<file path="src/rtl/io_tx_axi_writer.sv">
// io_tx_axi_writer
// Buffers 32-bit words from a core in a small FIFO and forwards each one to a
// memory-mapped peripheral over AXI4-Lite. Before every write the peripheral
// status register is polled until its TX-full bit reads clear.
//
// state   | meaning
// --------+-----------------------------------------------------------
// IDLE    | waiting for the FIFO to hold at least one word
// POLL_AR | status read address presented
// POLL_R  | waiting for status read data
// WR_AW_W | write address and data presented; each drops on its own ready
// WR_B    | waiting for the write response; FIFO head popped on bvalid

module io_tx_axi_writer #(
    parameter int unsigned DEPTH      = 16,
    parameter logic [31:0] STAT_ADDR  = 32'h0000_0008,
    parameter logic [31:0] TX_ADDR    = 32'h0000_0004,
    parameter int unsigned TXFULL_BIT = 3
) (
    input  logic        clk,
    input  logic        rstn,

    input  logic        out_req,
    input  logic [31:0] out_data,
    output logic        out_busy,

    output logic        axi_awvalid,
    input  logic        axi_awready,
    output logic [31:0] axi_awaddr,
    output logic [2:0]  axi_awprot,

    output logic        axi_wvalid,
    input  logic        axi_wready,
    output logic [31:0] axi_wdata,
    output logic [3:0]  axi_wstrb,

    input  logic        axi_bvalid,
    output logic        axi_bready,
    input  logic [1:0]  axi_bresp,

    output logic        axi_arvalid,
    input  logic        axi_arready,
    output logic [31:0] axi_araddr,
    output logic [2:0]  axi_arprot,

    input  logic        axi_rvalid,
    output logic        axi_rready,
    input  logic [31:0] axi_rdata,
    input  logic [1:0]  axi_rresp,

    output logic        overflow,
    output logic        axi_err
);

    localparam int unsigned AW = $clog2(DEPTH);
    localparam logic [AW:0]   FULL_CNT = (AW+1)'(DEPTH);
    localparam logic [AW:0]   CNT_ONE  = (AW+1)'(1);
    localparam logic [AW-1:0] PTR_ONE  = AW'(1);

    typedef enum logic [2:0] {
        IDLE    = 3'd0,
        POLL_AR = 3'd1,
        POLL_R  = 3'd2,
        WR_AW_W = 3'd3,
        WR_B    = 3'd4
    } state_e;

    state_e        state_q;
    logic          arvalid_q;
    logic          rready_q;
    logic          awvalid_q;
    logic          wvalid_q;
    logic          bready_q;
    logic          overflow_q;
    logic          axi_err_q;

    logic [31:0]   mem_q [DEPTH];
    logic [AW-1:0] wr_ptr_q, wr_ptr_d;
    logic [AW-1:0] rd_ptr_q, rd_ptr_d;
    logic [AW:0]   count_q, count_d;

    logic          full;
    logic          empty;
    logic          push;
    logic          pop;
    logic          status_busy;
    logic          aw_done;
    logic          w_done;
    logic          err_event;
    logic          unused_rdata;

    assign full   = (count_q == FULL_CNT);
    assign empty  = (count_q == '0);
    assign push   = out_req && !full;
    // The head stays in place through the whole write; it leaves only once
    // the response has been accepted, whatever its code.
    assign pop    = (state_q == WR_B) && bready_q && axi_bvalid;

    assign status_busy = axi_rdata[TXFULL_BIT] || (axi_rresp != 2'b00);
    assign aw_done     = !awvalid_q || axi_awready;
    assign w_done      = !wvalid_q  || axi_wready;
    assign err_event   = (axi_rvalid && rready_q && (axi_rresp != 2'b00)) ||
                         (axi_bvalid && bready_q && (axi_bresp != 2'b00));

    // Only the TX-full bit of the status word matters here.
    assign unused_rdata = ^axi_rdata;

    // Next-state pointer and occupancy; push and pop may coincide.
    always_comb begin
        wr_ptr_d = wr_ptr_q;
        rd_ptr_d = rd_ptr_q;
        count_d  = count_q;
        if (push) begin
            wr_ptr_d = wr_ptr_q + PTR_ONE;
        end
        if (pop) begin
            rd_ptr_d = rd_ptr_q + PTR_ONE;
        end
        case ({push, pop})
            2'b10:   count_d = count_q + CNT_ONE;
            2'b01:   count_d = count_q - CNT_ONE;
            default: count_d = count_q;
        endcase
    end

    // FIFO storage; contents are only meaningful between the pointers.
    always_ff @(posedge clk) begin
        if (push) begin
            mem_q[wr_ptr_q] <= out_data;
        end
    end

    // FIFO pointers and occupancy.
    always_ff @(posedge clk or negedge rstn) begin
        if (!rstn) begin
            wr_ptr_q <= '0;
            rd_ptr_q <= '0;
            count_q  <= '0;
        end else begin
            wr_ptr_q <= wr_ptr_d;
            rd_ptr_q <= rd_ptr_d;
            count_q  <= count_d;
        end
    end

    // Sticky status flags, cleared only by reset.
    always_ff @(posedge clk or negedge rstn) begin
        if (!rstn) begin
            overflow_q <= 1'b0;
            axi_err_q  <= 1'b0;
        end else begin
            if (out_req && full) begin
                overflow_q <= 1'b1;
            end
            if (err_event) begin
                axi_err_q <= 1'b1;
            end
        end
    end

    // Sequencer: poll status, then write the head word; handshake outputs registered.
    always_ff @(posedge clk or negedge rstn) begin
        if (!rstn) begin
            state_q   <= IDLE;
            arvalid_q <= 1'b0;
            rready_q  <= 1'b0;
            awvalid_q <= 1'b0;
            wvalid_q  <= 1'b0;
            bready_q  <= 1'b0;
        end else begin
            case (state_q)
                IDLE: begin
                    if (!empty) begin
                        state_q   <= POLL_AR;
                        arvalid_q <= 1'b1;
                    end
                end
                POLL_AR: begin
                    if (axi_arready) begin
                        arvalid_q <= 1'b0;
                        rready_q  <= 1'b1;
                        state_q   <= POLL_R;
                    end
                end
                POLL_R: begin
                    if (axi_rvalid) begin
                        rready_q <= 1'b0;
                        if (status_busy) begin
                            // Peripheral full or read failed: ask again.
                            arvalid_q <= 1'b1;
                            state_q   <= POLL_AR;
                        end else begin
                            awvalid_q <= 1'b1;
                            wvalid_q  <= 1'b1;
                            state_q   <= WR_AW_W;
                        end
                    end
                end
                WR_AW_W: begin
                    if (awvalid_q && axi_awready) begin
                        awvalid_q <= 1'b0;
                    end
                    if (wvalid_q && axi_wready) begin
                        wvalid_q <= 1'b0;
                    end
                    if (aw_done && w_done) begin
                        bready_q <= 1'b1;
                        state_q  <= WR_B;
                    end
                end
                WR_B: begin
                    if (axi_bvalid) begin
                        bready_q <= 1'b0;
                        state_q  <= IDLE;
                    end
                end
                default: begin
                    state_q   <= IDLE;
                    arvalid_q <= 1'b0;
                    rready_q  <= 1'b0;
                    awvalid_q <= 1'b0;
                    wvalid_q  <= 1'b0;
                    bready_q  <= 1'b0;
                end
            endcase
        end
    end

    assign out_busy    = full;
    assign overflow    = overflow_q;
    assign axi_err     = axi_err_q;

    assign axi_arvalid = arvalid_q;
    assign axi_araddr  = STAT_ADDR;
    assign axi_arprot  = 3'b000;
    assign axi_rready  = rready_q;

    assign axi_awvalid = awvalid_q;
    assign axi_awaddr  = TX_ADDR;
    assign axi_awprot  = 3'b000;

    // Data bus is quiet whenever no write beat is offered.
    assign axi_wvalid  = wvalid_q;
    assign axi_wdata   = wvalid_q ? mem_q[rd_ptr_q] : 32'h0000_0000;
    assign axi_wstrb   = 4'b1111;

    assign axi_bready  = bready_q;

endmodule

</file>
<file path="config.mk">
export PLATFORM = sky130hd
export DESIGN_NAME = io_tx_axi_writer
export DESIGN_NICKNAME = d
export VERILOG_FILES = /design/src/rtl/io_tx_axi_writer.sv
export SDC_FILE = /design/constraint.sdc
export NUM_CORES = 1
export LEC_CHECK = 0
export CAP_MARGIN = 20
export CORE_ASPECT_RATIO = 1.5
export CORE_MARGIN = 4
export CORE_UTILIZATION = 25
export DETAILED_ROUTE_END_ITERATION = 10
export DONT_BUFFER_PORTS = 1
export GPL_ROUTABILITY_DRIVEN = 0
export SKIP_LAST_GASP = 1
export SYNTH_ARGS = -nofsm -noshare
export SYNTH_HDL_FRONTEND = slang
export SYNTH_SLANG_ARGS = --single-unit
</file>
<file path="constraint.sdc">
create_clock -name clk -period 6.4 [get_ports clk]
set_input_delay 0.96 -clock clk [delete_from_list [all_inputs] [get_ports clk]]
set_output_delay 0.96 -clock clk [all_outputs]
set_load 0.02 [all_outputs]
</file>
# Word level (Yosys, flattened, before mapping)
# Memories as Yosys holds them, arrays and structs flattened.
# Index checks and enable logic that the tools add are counted.
[totals] ff_bits=23 memories=1 ramBits=512 in_bits=76 wordCells=97 output_inout_bits=114
[mem_list] memory="mem_q" depth=16 word_bits=32 read_ports=1 rd_ports_with_merged_regs=0 write_ports=1 line="77" source="logic [31:0] mem_q [DEPTH];"
[classes] n_mux=28 n_eq_ne=16 n_bitwise=4 addsub=4 n_reduce_logical=33
[op_table] cell="32-bit two-way mux" count=1
[op_table] cell="2-bit inequality test, second input constant" count=9
[op_table] cell="3-bit two-way mux" count=5
[op_table] cell="3-bit one-hot mux with 5 select lines" count=1
[op_table] cell="1-bit two-way mux" count=14
[op_table] cell="1-bit one-hot mux with 3 select lines" count=4
[op_table] cell="1-bit logical AND" count=11
[op_table] cell="5-bit one-hot mux with 2 select lines" count=1
[op_table] cell="5-bit AND reduction" count=2
[op_table] cell="3-bit OR reduction" count=3
[op_table] cell="4-bit by 1-bit adder with 4-bit output, second input constant" count=2
[op_table] cell="4-bit AND reduction" count=2
[op_table] cell="3-bit by 2-bit == test with 1-bit output, second input constant" count=2
[op_table] cell="3-bit AND reduction" count=2
[op_table] cell="2-bit nonzero test" count=3
[op_table] cell="5-bit by 1-bit adder with 5-bit output, second input constant" count=1
[op_table] cell="5-bit == test, second input constant" count=1
[op_table] cell="5-bit logical NOT" count=1
[op_table] cell="5-bit by 1-bit subtractor with 5-bit output, second input constant" count=1
[op_table] cell="1-bit logical OR" count=4
[op_table] cell="1-bit inverter" count=4
[op_table] cell="1-bit one-hot mux with 4 select lines" count=1
[op_table] cell="3-bit by 1-bit == test with 1-bit output, second input constant" count=1
[op_table] cell="3-bit == test, second input constant" count=1
[op_table] cell="6 further kinds" count=8

# Longest topological paths before layout
# Gate-level depths: netlist of the first run.
[depth] ltp_word=5 ltp_mapped=12 depth_no_buf=10

# Least setup slack after synthesis of the first run
# Ideal clock, no wire load.
[synth_path] path_type="input -> register" from="input port out_req" to="memory mem_q[3][0] (enable)" setup_ns=0.461 setup_slack_ns=2.281 arrival_time_ns=3.658 stages=3 t_required_ns=5.939 path_buffers=0 cell_sequence="a21boi_2 nand2_1 nor3_1"
[synth_between] elab_chain_len=3
[synth_lines] item="start, declared" line="23" source="input logic out_req,"
[synth_lines] item="1-bit logical AND" line="94" source="assign push = out_req && !full;"
[synth_lines] item="1-bit two-way mux" line="128" source="if (push) begin"
[synth_lines] item="1-bit two-way mux (implied by the code)" line="129" source="mem_q[wr_ptr_q] <= out_data;"
[synth_lines] item="end, declared" line="77"
# No other way between the ends.

# Worst setup path in the final report of the first run
[layout_path] from="register rd_ptr_q[1]" to="output port axi_wdata[28]"
[layout_between] elab_chain_len=2
[layout_lines] item="start, declared" line="79" source="logic [AW-1:0] rd_ptr_q, rd_ptr_d;"
[layout_lines] item="start signal, assigned" line="141" source="rd_ptr_q <= rd_ptr_d;"
[layout_lines] item="memory read 16 x 32 bit"
[layout_lines] item="32-bit two-way mux" line="244" source="assign axi_wdata = wvalid_q ? mem_q[rd_ptr_q] : 32'h0000_0000;"
[layout_lines] item="end, declared" line="34" source="output logic [31:0] axi_wdata,"
# No other way between the ends.

==> results of run 1 <==
-- where the power goes --
part / total, W / switching [W] / internal [W] / leakage [nW]
logic: 0.00163 / 0.000927 / 0.000706 / 1.75
registers: 0.00457 / 0.000335 / 0.00423 / 4.90
clock network: 0.00291 / 0.00127 / 0.00165 / 0.769
-- state kept, by name, summed over array words and instances (netlist names) --
register and flops:
axi_arvalid 1, axi_awvalid 1, axi_bready 1, axi_err 1, axi_rready 1, axi_wvalid 1, count_q 5, mem_q 512
overflow 1, rd_ptr_q 4, state_q 3, wr_ptr_q 4
-- worst min-delay path by stage --
stage / slack [ns] / endpoint / cells after the start
floorplan: 0.49 / count_q[4] / 1
global placement: 0.53 / count_q[4] / 1
detailed placement: 0.54 / count_q[4] / 1
CTS: 0.05 / state_q[1] / 0
global route: 0.05 / state_q[1] / 0
finish: 0.07 / state_q[1] / 0
-- layer usage --
layer  track usage  vias to the layer above  part of all wire
met5             0                        -                 0
met4        0.0242                        0             0.018
met3        0.0313                       54             0.082
met2         0.192                      316              0.54
met1         0.114                     5161              0.36
li1              -                     4099                 -
-- synth_stat cells (all sizes together), types with 2 or more instances --
master  count
a22oi      65
nand4b      2
dfrtp      23
conb        2
xor2        6
inv         7
o21ai       8
nor2b       3
nor2       24
a21oi       5
a21o        4
clkbuf     15
buf       111
and2        4
ha          9
edfxtp    512
nand2b      7
o211ai      2
nand2      47
a221o       3
and3        3
mux2        2
nand4       2
nor3        7
mux4      128
xnor2       6
-- worst max-delay path, cell delays in order (launching register included) --
cell and delay (ns):
dfrtp_4 0.93, buf_4 0.64, and3_1 0.61, a22oi_1 0.19
nand2_1 0.32
-- through the flow --
stage	setup WS [ns]	cells
6_report	2.13	2206
3_5_place_dp	2.58	2117
3_3_place_gp	2.63	2117
4_1_cts	1.96	2206
2_1_floorplan	2.28	1097
5_1_grt	1.89	2206
-- final cells by class --
type                       count  area share
clock buffer                  60      0.0538
clock inverter                29      0.0126
inverter                       7     0.00110
multi-input combinational    429       0.199
sequential                   535       0.666
tap                         1122      0.0586
timing repair buffer          24     0.00857
-- kinds of logic after synthesis --
kind of cell	after synthesis	share of synthesized area
flip-flops	535	0.752
AO/OA/AOI/OAI	98	0.0342
XOR/XNOR	12	0.00496
buffers and inverters	133	0.0416
other	2	0.000354
adder cells (fa/ha/maj)	9	0.00531
multiplexers	130	0.137
AND/OR/NAND/NOR	106	0.0240
==> results_dict.tcl, run 1 <==
set metrics [dict create \
    max_slew.worst_pin.slew_ns 0.977 \
    setup.worst_path.start_class "flip-flop" \
    clk_pin_slew_ns 0.07 \
    viasPerCell 4.37 \
    outcome "finished, final reports clean" \
    async_reset_ff_frac 0.0430 \
    slew_viol_final 0 \
    numCtsBuffers 49 \
    synth_largest_area_cell "edfxtp_1" \
    drc_errors 0 \
    n_antenna_cell 0 \
    worstPathArrival_ns 3.31 \
    holdWs_ns 0.0748 \
    insertion_delay_ns 0.57 \
    grt_overflow 0 \
    hp-class "input pin to asynchronous set/reset pin" \
    r2r_cells 5 \
    r2r-start "count_q[2]" \
    placed_area_sq_um 22400 \
    max_freq_mhz 234 \
    yosysSeqAreaShare 0.752 \
    n_fill_cell 8176 \
    synth_top_cell_area_share 0.725 \
    grt_first_pass_wirelength_microns 68700 \
    setup_viol 0 \
    dieArea_sq_um 89600 \
    clk_path_buf_depth 3 \
    yosysUniqueCellTypes 48 \
    rsz0062_at_grt "false" \
    cap_violations 0 \
    r2r-end "mem_q[15][4]" \
    peakVddDrop_mv 0.217 \
    rows 130 \
    layout_common_cells "edfxtp_1 (512), mux4_2 (128), conb_1 (74), a22oi_1 (65), clkbuf_16 (50)" \
    final_area_sq_um 24000 \
    totalWireLength_microns 47000 \
    finalPower_w 0.00911 \
    initial_core_util 0.253 \
    yosysWarnings 0 \
    power_density_nw_per_um2 380 \
    syn-cell-area_sq_um 21200 \
    slew_headroom 0.346 \
    cellLeakagePower_nw 7.42 \
    post_cts_resized 0 \
    r2r_slack_ns 3.46 \
    clock-sinks 535 \
    critical_path_peak_fanout 39 \
    multi_input_area_sq_um 4770 \
    core_area_sq_um 83900 \
    grt_max_degree 70 \
    ys_ff_latch 535 \
    die_w_microns 246 \
    startpoint "rd_ptr_q[1]" \
    ant_nets 0 \
    critPathKind "flip-flop to output port" \
    grt_antenna_before_repair 0 \
    finalHoldViolCount 0 \
    synth_area_leaders "edfxtp_1 (73%), mux4_2 (14%), buf_4 (2.9%), dfrtp_1 (2.7%), a22oi_1 (2.3%)" \
    endpoint_kind "output port" \
    dr.pass1.iters 4 \
    drt-initial-drc-count 783 \
    grt_pass1_vias 10200 \
    finalClockSkew_ns 0.0101 \
    avgSynthCellArea_sq_um 20.7 \
    finalCriticalPeriod_ns 4.27 \
    post-route-period-util 0.667 \
    endpoint "axi_wdata[28]" \
    area_growth_pct 13.0 \
    wl_per_cell_microns 21.3 \
    post-dp-hpwl_microns 27200 \
    final.setup.tns_ns 0 \
    globalRouteTotalUtil 0.103 \
    post-cts-setup-buffers 0 \
    vias 9630 \
    postLayoutCoreUtil 0.285 \
    drive_gt1_frac 0.229 \
    syn_inst 1025 \
    cts_tree "built" \
    die_y_microns 365 \
    nNetsFinal 1131 \
    regArea_sq_um 16000 \
    cp.required_ns 5.44 \
    htreeDepth 2 \
    layout_commonest_cell "edfxtp_1" \
    ys.flop_type "edfxtp_1" \
    synth_edf_count 512 \
    io_pins 190 \
    ctsHoldBuffers 0 \
    numPortBuffers 0 \
    ctsRootBufferMaster "clkbuf_16" \
]
No activity file was read; power rests on OpenSTA's default activity.
==> inputs of run 2 (changes only) <==
clock period = 4.25 ns   (was 6.4 ns; I/O delays follow)
==> results_dict.tcl, run 2 (same netlist as run 1, synthesis figures left out) <==
set metrics [dict create \
    outcome "finished, final reports clean" \
    wl_per_cell_microns 21.0 \
    post-route-period-util 0.848 \
    finalClockSkew_ns 0.0274 \
    numCtsBuffers 50 \
    ctsRootBufferMaster "clkbuf_16" \
    slew_viol_final 0 \
    r2r-end "mem_q[6][5]" \
    cp.required_ns 3.61 \
    drt-initial-drc-count 615 \
    viasPerCell 4.32 \
    htreeDepth 2 \
    finalHoldViolCount 0 \
    critical_path_peak_fanout 41 \
    clk_pin_slew_ns 0.07 \
    dieArea_sq_um 89600 \
    grt_first_pass_wirelength_microns 68500 \
    netSwitchingFraction 0.272 \
    worst_slack_ns 0.648 \
    max_freq_mhz 278 \
    die_w_microns 246 \
    dp_slack_ns 1.17 \
    r2r-start "count_q[1]" \
    critPathKind "flip-flop to output port" \
    die_y_microns 365 \
    worstPathArrival_ns 2.96 \
    endpoint_kind "output port" \
    power_density_nw_per_um2 574 \
    grt_antenna_before_repair 0 \
    final.setup.tns_ns 0 \
    drive_gt1_frac 0.240 \
    grt_pass1_vias 10000 \
    nNetsFinal 1144 \
    r2r_cells 5 \
    pwr-share-comb 0.184 \
    setup.worst_path.start_class "flip-flop" \
    ant_nets 0 \
    seq_power_share 0.490 \
    io_pins 190 \
    slew_headroom 0.404 \
    area_growth_pct 14.3 \
    totalWireLength_microns 46700 \
    peakVddDrop_mv 0.326 \
    rows 130 \
    largest_reg_flops 512 \
    layout_commonest_cell "edfxtp_1" \
    clock-sinks 535 \
    holdPathEnd "mem_q[13][18]" \
    max_slew.worst_pin.slew_ns 0.891 \
    worstHoldStart "out_data[18]" \
    finalCriticalPeriod_ns 3.60 \
    numPortBuffers 0 \
    drc_errors 0 \
    cts_tree "built" \
    grt_overflow 0 \
    regMostFlops "mem_q" \
    r2r_slack_ns 1.41 \
    min_path_cells 0 \
    rsz0062_at_grt "false" \
    clk_path_buf_depth 3 \
    cap_violations 0 \
    p_int_w 0.0101 \
    globalRouteTotalUtil 0.103 \
    insertion_delay_ns 0.59 \
    setup_viol 0 \
    p_clk_frac 0.325 \
    core_area_sq_um 83900 \
    initial_core_util 0.253 \
    n_antenna_cell 0 \
    cellLeakagePower_nw 7.55 \
    reg_top3 "mem_q: 512 flops, count_q: 5 flops" \
    p_sw_w 0.00378 \
    grt_max_degree 47 \
    layout_common_cells "edfxtp_1 (512), mux4_2 (128), conb_1 (74), a22oi_1 (65), clkbuf_16 (51)" \
    post-dp-hpwl_microns 28800 \
    dr.pass1.iters 5 \
    vias 9589 \
    hp-class "input pin to flip-flop" \
]
[run 2: cell count changes in the layout (fill, tap and decap cells not counted), sizes merged]
cell         before  now
buf              24   35
bufinv            5    7
clkinv           18   19
clkinvlp          3    1
dlygate4sd3       0    1
inv              10   11
[run 2: worst max path at each step]
stage	cells past startpoint	start	endpoint	slack, ns
after CTS	4	rd_ptr_q[1]	axi_wdata[13]	0.52
after floorplan	3	out_req	mem_q[3][0]	0.45
after global routing	4	rd_ptr_q[1]	axi_wdata[13]	0.41
after global placement	4	rd_ptr_q[1]	axi_wdata[13]	1.20
final	4	rd_ptr_q[1]	axi_wdata[13]	0.65
after detailed placement	4	rd_ptr_q[1]	axi_wdata[13]	1.17
[run 2: per-layer routing]
metal	up-vias	wire length, microns	GRT usage
met5	-	0	0
met4	0	922	0.0267
met3	60	3480	0.0305
met2	307	25300	0.193
met1	5089	17000	0.114
li1	4133	-	-
[run 2: repair_timing]
item | CTS | global route
endpoints found under the setup margin | 0 | 0
endpoints found under the hold margin | 23 | 0
hold buffers | 2 | 0
setup buffers | 0 | 0
resized for setup | 0 | 0
[run 2: final cells by class]
type | instances | area [sq um]
Fill cell | 8181 | 59700
Clock inverter | 31 | 345
Clock buffer | 60 | 1310
Sequential cell | 535 | 16000
Multi-Input combinational cell | 429 | 4750
Tap cell | 1122 | 1400
Timing Repair Buffer | 36 | 435
Inverter | 7 | 26.3
[run 2: through the flow]
step / utilization / hold slack (ns) / total power (W) / instances / cell area (sq um)
2_1_floorplan: - / 0.342 / 0.00883 / 1097 / 21500
3_5_place_dp: 0.269 / 0.343 / 0.00959 / 2127 / 22500
6_report: 0.289 / 0.143 / 0.0139 / 2220 / 24200
5_1_grt: 0.289 / 0.0964 / 0.0146 / 2220 / 24200
3_3_place_gp: 0.269 / 0.343 / 0.00950 / 2127 / 22500
4_1_cts: 0.289 / 0.0975 / 0.0141 / 2220 / 24200
[run 2: worst max-delay path, stage by stage (launching register included)]
cell	delay [ns]
dfrtp_4	0.97
buf_12	0.33
mux4_2	0.54
a22oi_1	0.28
nand2_1	0.24
[run 2: power groups by stage]
stage	clock (W)	sequential, W	combinational [W]
after global placement	0	0.00691	0.00259
after detailed placement	0	0.00696	0.00263
after global routing	0.00487	0.00690	0.00279
after CTS	0.00464	0.00684	0.00265
after floorplan	0	0.00665	0.00218
final	0.00453	0.00682	0.00257
